### config.mk
export PLATFORM = sky130hd
export DESIGN_NAME = stepdir_ctrl_flat
export DESIGN_NICKNAME = d
export VERILOG_FILES = /design/src/rtl/stepctl_pkg.sv /design/src/rtl/stepdir_ctrl_if.sv /design/src/rtl/stepdir_ctrl.sv /design/src/flat_wrapper.sv
export SDC_FILE = /design/constraint.sdc
export NUM_CORES = 1
export LEC_CHECK = 0
export ABC_AREA = 1
export CORE_UTILIZATION = 47
export DETAILED_ROUTE_END_ITERATION = 12
export GPL_ROUTABILITY_DRIVEN = 0
export GPL_TIMING_DRIVEN = 0
export HOLD_SLACK_MARGIN = 0.12
export PLACE_DENSITY = 0.83
export SYNTH_ARGS = -nofsm -noshare
export SYNTH_HDL_FRONTEND = slang
export SYNTH_SLANG_ARGS = --single-unit
### constraint.sdc
create_clock -name clk -period 2.7 [get_ports clk]
set_input_delay 0.54 -clock clk [delete_from_list [all_inputs] [get_ports clk]]
set_output_delay 0.54 -clock clk [all_outputs]
set_load 0.01 [all_outputs]
### src/rtl/stepctl_pkg.sv
// Shared encodings for the stepper command path: command opcodes and the
// front-end state machine states. The command decoder imports the same package.
package stepctl_pkg;

   typedef enum logic [1:0] {
      OP_MOVE      = 2'd0,
      OP_SET_CLOCK = 2'd1,
      OP_FLUSH     = 2'd2,
      OP_CLEAR     = 2'd3
   } cmd_op_e;

   typedef enum logic [2:0] {
      ST_IDLE   = 3'd0,
      ST_ISSUE  = 3'd1,
      ST_FLUSH1 = 3'd2,
      ST_FLUSH2 = 3'd3,
      ST_SHUT   = 3'd4
   } state_e;

endpackage

### src/rtl/stepdir_ctrl_if.sv
// Command port between the command decoder (master) and stepdir_ctrl (slave).
interface stepdir_ctrl_if #(
   parameter int MOVE_WIDTH = 100,
   parameter int CHAN_BITS  = 3
) ();

   logic                  cmd_valid;
   logic                  cmd_ready;
   logic [1:0]            cmd_op;
   logic [CHAN_BITS-1:0]  cmd_chan;
   logic [MOVE_WIDTH-1:0] cmd_data;

   modport master (
      output cmd_valid,
      output cmd_op,
      output cmd_chan,
      output cmd_data,
      input  cmd_ready
   );

   modport slave (
      input  cmd_valid,
      input  cmd_op,
      input  cmd_chan,
      input  cmd_data,
      output cmd_ready
   );

endinterface

### src/rtl/stepdir_ctrl.sv
// Command front end for a bank of stepdir channels: routes move / clock-set /
// flush commands onto the shared queue write bus and latches missed-clock
// errors into a global shutdown that holds every channel flushed until
// software acknowledges it.
module stepdir_ctrl
   import stepctl_pkg::*;
#(
   parameter int NUM_STEPPERS = 6,
   parameter int MOVE_WIDTH   = 100,
   parameter int CHAN_BITS    = $clog2(NUM_STEPPERS + 1)
) (
   input  logic                    clk,
   input  logic                    reset_n,
   stepdir_ctrl_if.slave           cmd,
   output logic [MOVE_WIDTH-1:0]   q_wr_data,
   output logic [NUM_STEPPERS-1:0] q_wr_en,
   input  logic [NUM_STEPPERS-1:0] q_full,
   output logic [NUM_STEPPERS-1:0] rclk_en,
   output logic [31:0]             rclk_value,
   output logic [NUM_STEPPERS-1:0] st_reset,
   input  logic [NUM_STEPPERS-1:0] missed_clock,
   output logic                    shutdown,
   output logic [NUM_STEPPERS-1:0] shutdown_cause,
   output logic                    cmd_err
);

   localparam logic [NUM_STEPPERS-1:0] ALL_ONES = {NUM_STEPPERS{1'b1}};

   state_e                  state_reg, state_next;
   logic [MOVE_WIDTH-1:0]   q_wr_data_reg, q_wr_data_next;
   logic [NUM_STEPPERS-1:0] q_wr_en_reg, q_wr_en_next;
   logic [NUM_STEPPERS-1:0] rclk_en_reg, rclk_en_next;
   logic [31:0]             rclk_value_reg, rclk_value_next;
   logic [NUM_STEPPERS-1:0] st_reset_reg, st_reset_next;
   logic                    shutdown_reg, shutdown_next;
   logic [NUM_STEPPERS-1:0] cause_reg, cause_next;
   logic                    cmd_err_reg, cmd_err_next;
   logic [NUM_STEPPERS-1:0] ack_mask_reg, ack_mask_next;

   cmd_op_e                 op;
   logic [NUM_STEPPERS-1:0] err_bits;
   logic                    err_pending;
   logic                    chan_all;
   logic                    chan_bad;
   logic [NUM_STEPPERS-1:0] chan_hit;
   logic [NUM_STEPPERS-1:0] target_mask;
   logic                    sel_full;
   logic                    ready;
   logic                    accept;

   assign op          = cmd_op_e'(cmd.cmd_op);
   // Acknowledged channels are masked because stepdir never clears missed_clock.
   assign err_bits    = missed_clock & ~ack_mask_reg;
   assign err_pending = |err_bits;
   assign chan_all    = (cmd.cmd_chan == CHAN_BITS'(NUM_STEPPERS));
   assign chan_bad    = (cmd.cmd_chan >  CHAN_BITS'(NUM_STEPPERS));

   // One-hot channel decode; the all-channels code sets every target bit.
   for (genvar gi = 0; gi < NUM_STEPPERS; gi++) begin : g_chan
      assign chan_hit[gi]    = (cmd.cmd_chan == CHAN_BITS'(gi));
      assign target_mask[gi] = chan_hit[gi] | chan_all;
   end

   // Full flag of the addressed channel; zero for broadcast or invalid codes.
   assign sel_full = |(q_full & chan_hit);

   // Ready: IDLE takes anything except a MOVE into a full queue, and nothing
   // while an unacknowledged error waits; SHUT swallows every command.
   always_comb begin
      ready = 1'b0;
      case (state_reg)
         ST_IDLE: ready = !err_pending && !((op == OP_MOVE) && sel_full);
         ST_SHUT: ready = 1'b1;
         default: ready = 1'b0;
      endcase
   end

   assign cmd.cmd_ready = ready;
   assign accept        = cmd.cmd_valid & ready;

   // State and registered outputs.
   always_ff @(posedge clk or negedge reset_n) begin
      if (!reset_n) begin
         state_reg      <= ST_IDLE;
         q_wr_data_reg  <= '0;
         q_wr_en_reg    <= '0;
         rclk_en_reg    <= '0;
         rclk_value_reg <= '0;
         st_reset_reg   <= '0;
         shutdown_reg   <= 1'b0;
         cause_reg      <= '0;
         cmd_err_reg    <= 1'b0;
         ack_mask_reg   <= '0;
      end else begin
         state_reg      <= state_next;
         q_wr_data_reg  <= q_wr_data_next;
         q_wr_en_reg    <= q_wr_en_next;
         rclk_en_reg    <= rclk_en_next;
         rclk_value_reg <= rclk_value_next;
         st_reset_reg   <= st_reset_next;
         shutdown_reg   <= shutdown_next;
         cause_reg      <= cause_next;
         cmd_err_reg    <= cmd_err_next;
         ack_mask_reg   <= ack_mask_next;
      end
   end

   // Next-state logic; shutdown entry beats any command in the same cycle.
   always_comb begin
      state_next = state_reg;
      case (state_reg)
         ST_IDLE: begin
            if (err_pending) begin
               state_next = ST_FLUSH1;
            end else if (accept && !chan_bad) begin
               case (op)
                  OP_MOVE:      state_next = chan_all ? ST_IDLE : ST_ISSUE;
                  OP_SET_CLOCK: state_next = ST_ISSUE;
                  OP_FLUSH:     state_next = ST_FLUSH1;
                  default:      state_next = ST_IDLE;
               endcase
            end
         end
         ST_ISSUE:  state_next = ST_IDLE;
         ST_FLUSH1: state_next = ST_FLUSH2;
         // The shutdown flag decides whether this flush was a shutdown entry.
         ST_FLUSH2: state_next = shutdown_reg ? ST_SHUT : ST_IDLE;
         ST_SHUT: begin
            if (accept && (op == OP_CLEAR)) state_next = ST_IDLE;
         end
         default:   state_next = ST_IDLE;
      endcase
   end

   // Output next-values: strobes default low, data and status registers hold.
   always_comb begin
      q_wr_data_next  = q_wr_data_reg;
      q_wr_en_next    = '0;
      rclk_en_next    = '0;
      rclk_value_next = rclk_value_reg;
      st_reset_next   = '0;
      shutdown_next   = shutdown_reg;
      cause_next      = cause_reg;
      cmd_err_next    = 1'b0;
      ack_mask_next   = ack_mask_reg;
      case (state_reg)
         ST_IDLE: begin
            if (err_pending) begin
               shutdown_next = 1'b1;
               cause_next    = err_bits;
               st_reset_next = ALL_ONES;
            end else if (accept) begin
               if (chan_bad) begin
                  cmd_err_next = 1'b1;
               end else begin
                  case (op)
                     OP_MOVE: begin
                        if (chan_all) begin
                           cmd_err_next = 1'b1;
                        end else begin
                           q_wr_data_next = cmd.cmd_data;
                           q_wr_en_next   = target_mask;
                        end
                     end
                     OP_SET_CLOCK: begin
                        rclk_value_next = cmd.cmd_data[31:0];
                        rclk_en_next    = target_mask;
                     end
                     OP_FLUSH: st_reset_next = target_mask;
                     default:  ;
                  endcase
               end
            end
         end
         // stepdir samples queue_empty a cycle late, so reset spans two cycles.
         ST_FLUSH1: st_reset_next = st_reset_reg;
         ST_SHUT: begin
            if (accept && (op == OP_CLEAR)) begin
               ack_mask_next = ack_mask_reg | missed_clock;
               shutdown_next = 1'b0;
               cause_next    = '0;
            end
         end
         default: ;
      endcase
   end

   assign q_wr_data      = q_wr_data_reg;
   assign q_wr_en        = q_wr_en_reg;
   assign rclk_en        = rclk_en_reg;
   assign rclk_value     = rclk_value_reg;
   assign st_reset       = st_reset_reg;
   assign shutdown       = shutdown_reg;
   assign shutdown_cause = cause_reg;
   assign cmd_err        = cmd_err_reg;

endmodule

### src/flat_wrapper.sv
// flat-port wrapper written by rule: the top's interface ports become plain ports
module stepdir_ctrl_flat import stepctl_pkg::*;
#(
   parameter int NUM_STEPPERS = 6,
   parameter int MOVE_WIDTH   = 100,
   parameter int CHAN_BITS    = $clog2(NUM_STEPPERS + 1)
)
  (clk, reset_n, q_wr_data, q_wr_en, q_full, rclk_en, rclk_value, st_reset, missed_clock, shutdown, shutdown_cause, cmd_err, cmd_cmd_valid, cmd_cmd_op, cmd_cmd_chan, cmd_cmd_data, cmd_cmd_ready);
  stepdir_ctrl_if #(.MOVE_WIDTH(MOVE_WIDTH), .CHAN_BITS(CHAN_BITS)) cmd_i ();
  input  logic clk;
  input  logic reset_n;
  output logic [MOVE_WIDTH-1:0] q_wr_data;
  output logic [NUM_STEPPERS-1:0] q_wr_en;
  input  logic [NUM_STEPPERS-1:0] q_full;
  output logic [NUM_STEPPERS-1:0] rclk_en;
  output logic [31:0] rclk_value;
  output logic [NUM_STEPPERS-1:0] st_reset;
  input  logic [NUM_STEPPERS-1:0] missed_clock;
  output logic shutdown;
  output logic [NUM_STEPPERS-1:0] shutdown_cause;
  output logic cmd_err;
  input wire logic [$bits(cmd_i.cmd_valid)-1:0] cmd_cmd_valid;
  input wire logic [$bits(cmd_i.cmd_op)-1:0] cmd_cmd_op;
  input wire logic [$bits(cmd_i.cmd_chan)-1:0] cmd_cmd_chan;
  input wire logic [$bits(cmd_i.cmd_data)-1:0] cmd_cmd_data;
  output wire logic [$bits(cmd_i.cmd_ready)-1:0] cmd_cmd_ready;
  assign cmd_i.cmd_valid = cmd_cmd_valid;
  assign cmd_i.cmd_op = cmd_cmd_op;
  assign cmd_i.cmd_chan = cmd_cmd_chan;
  assign cmd_i.cmd_data = cmd_cmd_data;
  assign cmd_cmd_ready = cmd_i.cmd_ready;
  stepdir_ctrl #(.NUM_STEPPERS(NUM_STEPPERS), .MOVE_WIDTH(MOVE_WIDTH), .CHAN_BITS(CHAN_BITS)) u_core (.clk(clk), .reset_n(reset_n), .cmd(cmd_i), .q_wr_data(q_wr_data), .q_wr_en(q_wr_en), .q_full(q_full), .rclk_en(rclk_en), .rclk_value(rclk_value), .st_reset(st_reset), .missed_clock(missed_clock), .shutdown(shutdown), .shutdown_cause(shutdown_cause), .cmd_err(cmd_err));
endmodule
# == Yosys cells after proc, flatten, opt, wreduce, memory -nomap -nowiden ==
# Index checks and enable logic that the tools add are counted.
# classes
reduce_logical,18
n_bitwise,14
magnitude_cmp,1
eq_ne,15
n_mux,36
# op_table
operator,count
$mux 6,17
$pmux 6 s2,2
$and 6x6->6,2
$eq 3x2->1 const B,4
$eq 3x3->1 const B,4
$mux 3,4
$pmux 3 s4,1
$reduce_or 6->1,2
$mux 1,9
$pmux 3 s3,1
$logic_not 3->1,2
$not 6->6,1
$or 1x1->1,6
$or 6x6->6,1
$reduce_and 6->1,1
$reduce_and 5->1,1
$eq 2x2->1 const B,2
$logic_and 1x1->1,4
$ne 2x1->1 const B,2
$pmux 1 s2,2
$reduce_and 2->1,2
$eq 3x1->1 const B,1
$gt 3x3->1 const B,1
$logic_not 1->1,3
7 further kinds,9
# word_totals
wordCells,94
output_inout_bits,159
ff_bits,167
inputBits,120

# == Logic depth before layout (Yosys ltp) ==
# logic_depth
depth_word,12
ltp_mapped,15
ltp_nobuf,14

# == Least setup slack after synthesis ==
# OpenSTA, ideal clock, no wires.
# synth_path
path_type,in2reg
from,input cmd_cmd_chan[0]
to,"register u_core.q_wr_data_reg[30], in the netlist u_core.q_wr_data[30]"
setup_time_ns,0.066
arrival_time_ns,1.908
t_required_ns,2.634
n_path_buf,3
slack_ns,0.726
cell_stages,14
path_cell_list,buf_2 -> nor2_1 -> nand3_1 -> nand2_1 -> inv_1 -> nand2_1 -> nand2_1 -> nand2_1 -> nand2_1 -> nand4_1 -> buf_4 -> buf_4 -> nand2_1 -> nand2_1
# synth_via
elab_chain_len,9
word_cells_on_any_way,18
classes_between,order compare: 1; eq/ne: 6; mux: 1; bitwise: 4; reduce/logical: 6
# synth_lines
item,line,source
start: declaration,flat_wrapper.sv:24,input wire logic [$bits(cmd_i.cmd_chan)-1:0] cmd_cmd_chan;
$eq 3x1->1 (tied with other cells),stepdir_ctrl.sv:60,assign chan_hit[gi] = (cmd.cmd_chan == CHAN_BITS'(gi));
$and 6x6->6 *,stepdir_ctrl.sv:65,assign sel_full = |(q_full & chan_hit);
$reduce_or 6->1 *,stepdir_ctrl.sv:65,
$logic_and 1x1->1 *,stepdir_ctrl.sv:72,ST_IDLE: ready = !err_pending && !((op == OP_MOVE) && sel_full);
$logic_not 1->1 *,stepdir_ctrl.sv:72,
$logic_and 1x1->1 *,stepdir_ctrl.sv:72,
$pmux 1 s2 *,stepdir_ctrl.sv:71,case (state_reg)
named net cmd_cmd_ready,flat_wrapper.sv:26,output wire logic [$bits(cmd_i.cmd_ready)-1:0] cmd_cmd_ready;
$and 1x1->1 *,stepdir_ctrl.sv:79,assign accept = cmd.cmd_valid & ready;
$reduce_and 6->1 (no line) *,n/a,
end signal: assignment,stepdir_ctrl.sv:96,q_wr_data_reg <= q_wr_data_next;
end: declaration,stepdir_ctrl.sv:30,"logic [MOVE_WIDTH-1:0] q_wr_data_reg, q_wr_data_next;"
# The timed path passes the listed nets; every way through them passes the cells marked *.
# A chain may end at the register's enable or synchronous reset.

# == Worst setup path in the final report ==
# layout_path
from,input missed_clock[5]
to,output cmd_cmd_ready
# layout_via
elab_chain_len,5
# layout_lines
item,line,source
start: declaration,flat_wrapper.sv:18,input logic [NUM_STEPPERS-1:0] missed_clock;
$and 6x6->6,stepdir_ctrl.sv:53,assign err_bits = missed_clock & ~ack_mask_reg;
$reduce_or 6->1,stepdir_ctrl.sv:54,assign err_pending = |err_bits;
$logic_not 1->1,stepdir_ctrl.sv:72,
$logic_and 1x1->1,stepdir_ctrl.sv:72,
$pmux 1 s2,stepdir_ctrl.sv:71,
end: declaration,flat_wrapper.sv:26,
# Every way passes these cells.

==> flow_metrics.py <==
metrics = {
    "placed_design": {
        "dp_cells": 1244,
        "place_ws_ns": -0.448,
        "dpl.hpwl_um": 15200,
        "port_buffers": 276,
    },
    "sta": {
        "hold-worst-slack_ns": 0.443,
        "rsz0062_at_grt": "yes",
        "relSlewSlack_pct": 43.6,
        "hold_viol": 0,
        "finalSetupViolCount": 0,
        "fmax_mhz": 376,
        "finClkSkew_ns": 0.00749,
        "period_minus_slack_ns": 2.66,
        "post-route-period-util_pct": 98.6,
        "report.final.slew_viol_count": 0,
        "tightest_slew_ns": 0.847,
        "fin_ws_ns": 0.0378,
    },
    "synth": {
        "synth-main-ff-cell": "dfrtp_1",
        "async_flop_share_pct": 100,
        "syn-num-nets": 903,
        "seq_area_frac_synth_pct": 60.0,
        "synth-edff-count": 0,
        "ys_ff_latch": 167,
        "avgSynthCellArea_um2": 8.90,
        "netlist_area_mm2": 0.00697,
        "synthCells": 783,
        "synth_warnings": 0,
        "ys_types": 24,
    },
    "pwr": {
        "power_density_mw_per_mm2": 875,
        "p_comb_share_pct": 34.8,
        "seq_power_share_pct": 38.1,
        "swShare_pct": 31.5,
        "pwr-share-clk_pct": 27.1,
        "p_sw_mw": 2.95,
        "vdd_drop_max_mv": 0.493,
        "internal_power_mw": 6.40,
        "p_leak_nw": 5.26,
        "total_power_mw": 9.35,
    },
    "detailed_routing": {
        "drc": 0,
        "initialDrtViolationCount": 538,
        "viasPerCell": 5.21,
        "ant_nets": 0,
        "wl_per_cell_um": 16.7,
        "firstDrtPassIters": 4,
        "vias": 6661,
        "drt-total-wl_um": 21300,
    },
    "worst_hold_path": {
        "worstHoldStart": "cmd_cmd_chan[2]",
        "whs_endpoint": "u_core.q_wr_en[4]$_DFF_PN0_",
        "hp-class": "input pin to flip-flop",
        "holdPathStages": 3,
    },
    "critical_path": {
        "start_kind": "input pin",
        "r2r_end": "u_core.q_wr_data[73]$_DFFE_PN0P_",
        "crit_fanout": 5,
        "cp.arrival_ns": 2.12,
        "r2r_cells": 9,
        "rr_startpoint": "u_core.state_reg[1]$_DFFE_PN0P_",
        "crit_path_end_kind": "primary output",
        "required_ns": 2.16,
        "r2r_slack_ns": 0.29,
        "worstSetupPathType": "input pin to primary output",
    },
    "clocking": {
        "cts_tree": "built",
        "cts.clk_slew.worst_paths_ns": 0.06,
        "clk_path_buf_depth": 2,
        "clkLatencyLatePin_ns": 0.42,
        "htree_levels": 4,
        "numCtsBuffers": 17,
        "clock_sinks": 167,
        "root_buffer": "clkbuf_16",
    },
    "run_status": {
        "status": "finished, final reports clean",
    },
    "global_routing": {
        "grt.total_usage_pct": 28.2,
        "met1_usage_pct": 34.8,
        "antenna_found_initial": 0,
        "grt_overflow_total": 0,
        "grt_pass1_vias": 6301,
        "grt_pass1_wl_um": 32600,
        "met2_usage_pct": 45.5,
        "grtUsageMet3_pct": 8.56,
        "grt_start_max_net_pins": 94,
        "busiest_layer": "met2",
    },
    "cells_and_area": {
        "mostFrequentLayoutCell": "nand2_1",
        "largest_reg_flops": 100,
        "fin_nets": 1202,
        "drive_gt1_share_pct": 7.31,
        "final_util_pct": 73.8,
        "diodes": 0,
        "area_delta_synth_final_pct": 53.3,
        "stdcell_count": 1279,
        "mostFrequentLayoutCells": "309 x nand2_1, 274 x clkdlybuf4s50_1, 167 x dfrtp_1",
    },
    "floorplanning": {
        "ios": 279,
        "die_area_mm2": 0.0153,
        "num_rows": 44,
        "chipWidth_um": 124,
        "core_mm2": 0.0145,
        "die_h_um": 124,
        "initial_core_util_pct": 48.1,
    },
    "flow_run": {
        "cap_violations": 0,
    },
}
[power by group through the flow]
stage               clock network, mW  registers [mW]  logic (mW)
floorplan                           0            3.86       0.999
global placement                    0            3.57        3.15
detailed placement                  0            3.58        3.21
CTS                              2.57            3.56        3.24
global route                     2.68            3.64        3.54
finish                           2.53            3.57        3.25
[area by class of cell]
type                            instances  area [µm²]
Timing Repair Buffer                  280        2830
Tap cell                              184         230
Fill cell                            1052        3800
Sequential cell                       167        4180
Multi-Input combinational cell        528        2410
Clock buffer                           21         480
Inverter                               31         116
Clock inverter                         11         145
Buffer                                 57         292
[cells by family after synthesis]
logic type             Yosys count  share of synthesized area [%]
and+or+nand+nor                504                           32.3
AOI/OAI and AO/OA               24                           2.05
DFF                            167                           60.0
buffers and inverters           88                           5.73
[worst max-delay path, cell delays in order]
cell	delay [ns]
clkdlybuf4s50_1	0.46
nand2_1	0.11
nand2_1	0.10
nor3_4	0.25
nand2_4	0.11
nor2_4	0.13
nand2_1	0.13
nand2_2	0.13
clkbuf_2	0.16
[synthesized netlist by cell type (3+ instances only)]
cell	instances	share of area (%)
inv_1	28	1.5
nand2_1	311	17
nand4_1	105	9.4
inv_2	3	0.16
o21ai_0	14	1.0
nand3_1	48	3.4
dfrtp_1	167	60
nor2_1	32	1.7
buf_2	13	0.93
buf_4	10	1.1
clkbuf_1	25	1.3
buf_1	7	0.38
a21oi_1	5	0.36
[through the flow]
stage          instance area, µm²  setup TNS, ns
6_report                    10700              0
5_1_grt                     10700         -0.143
4_1_cts                     10600        -0.0154
3_5_place_dp                 9990         -38.81
3_3_place_gp                 9960        -977.19
2_1_floorplan                6970              0
[metal layers]
metal	vias up	part of all wire, %
met1	3175	41
li1	3188	-
met5	-	0
met2	250	48
met3	48	8.5
met4	0	3.1
[how the worst max path moves through the flow]
stage | depth (start not counted) | slack, ns | endpoint | start
after floorplan | 14 | 0.73 | u_core.q_wr_data[30]$_DFFE_PN0P_ | cmd_cmd_chan[0]
after global placement | 1 | -5.67 | u_core.q_wr_data[24]$_DFFE_PN0P_ | reset_n
after detailed placement | 10 | -0.45 | u_core.rclk_value[11]$_DFFE_PN0P_ | missed_clock[0]
after CTS | 9 | -0.02 | cmd_cmd_ready | missed_clock[5]
after global routing | 9 | -0.07 | cmd_cmd_ready | missed_clock[5]
final | 9 | 0.04 | cmd_cmd_ready | missed_clock[5]
[what timing repair did]
item | CTS | global route
pin swaps | 0 | 3
hold buffers | 1 | 0
gates resized for setup | 6 | 9
setup buffers | 0 | 2
endpoints found under the setup margin | 11 | 79
hold endpoints to repair | 74 | 0
Power figures use the tool's default switching activity.
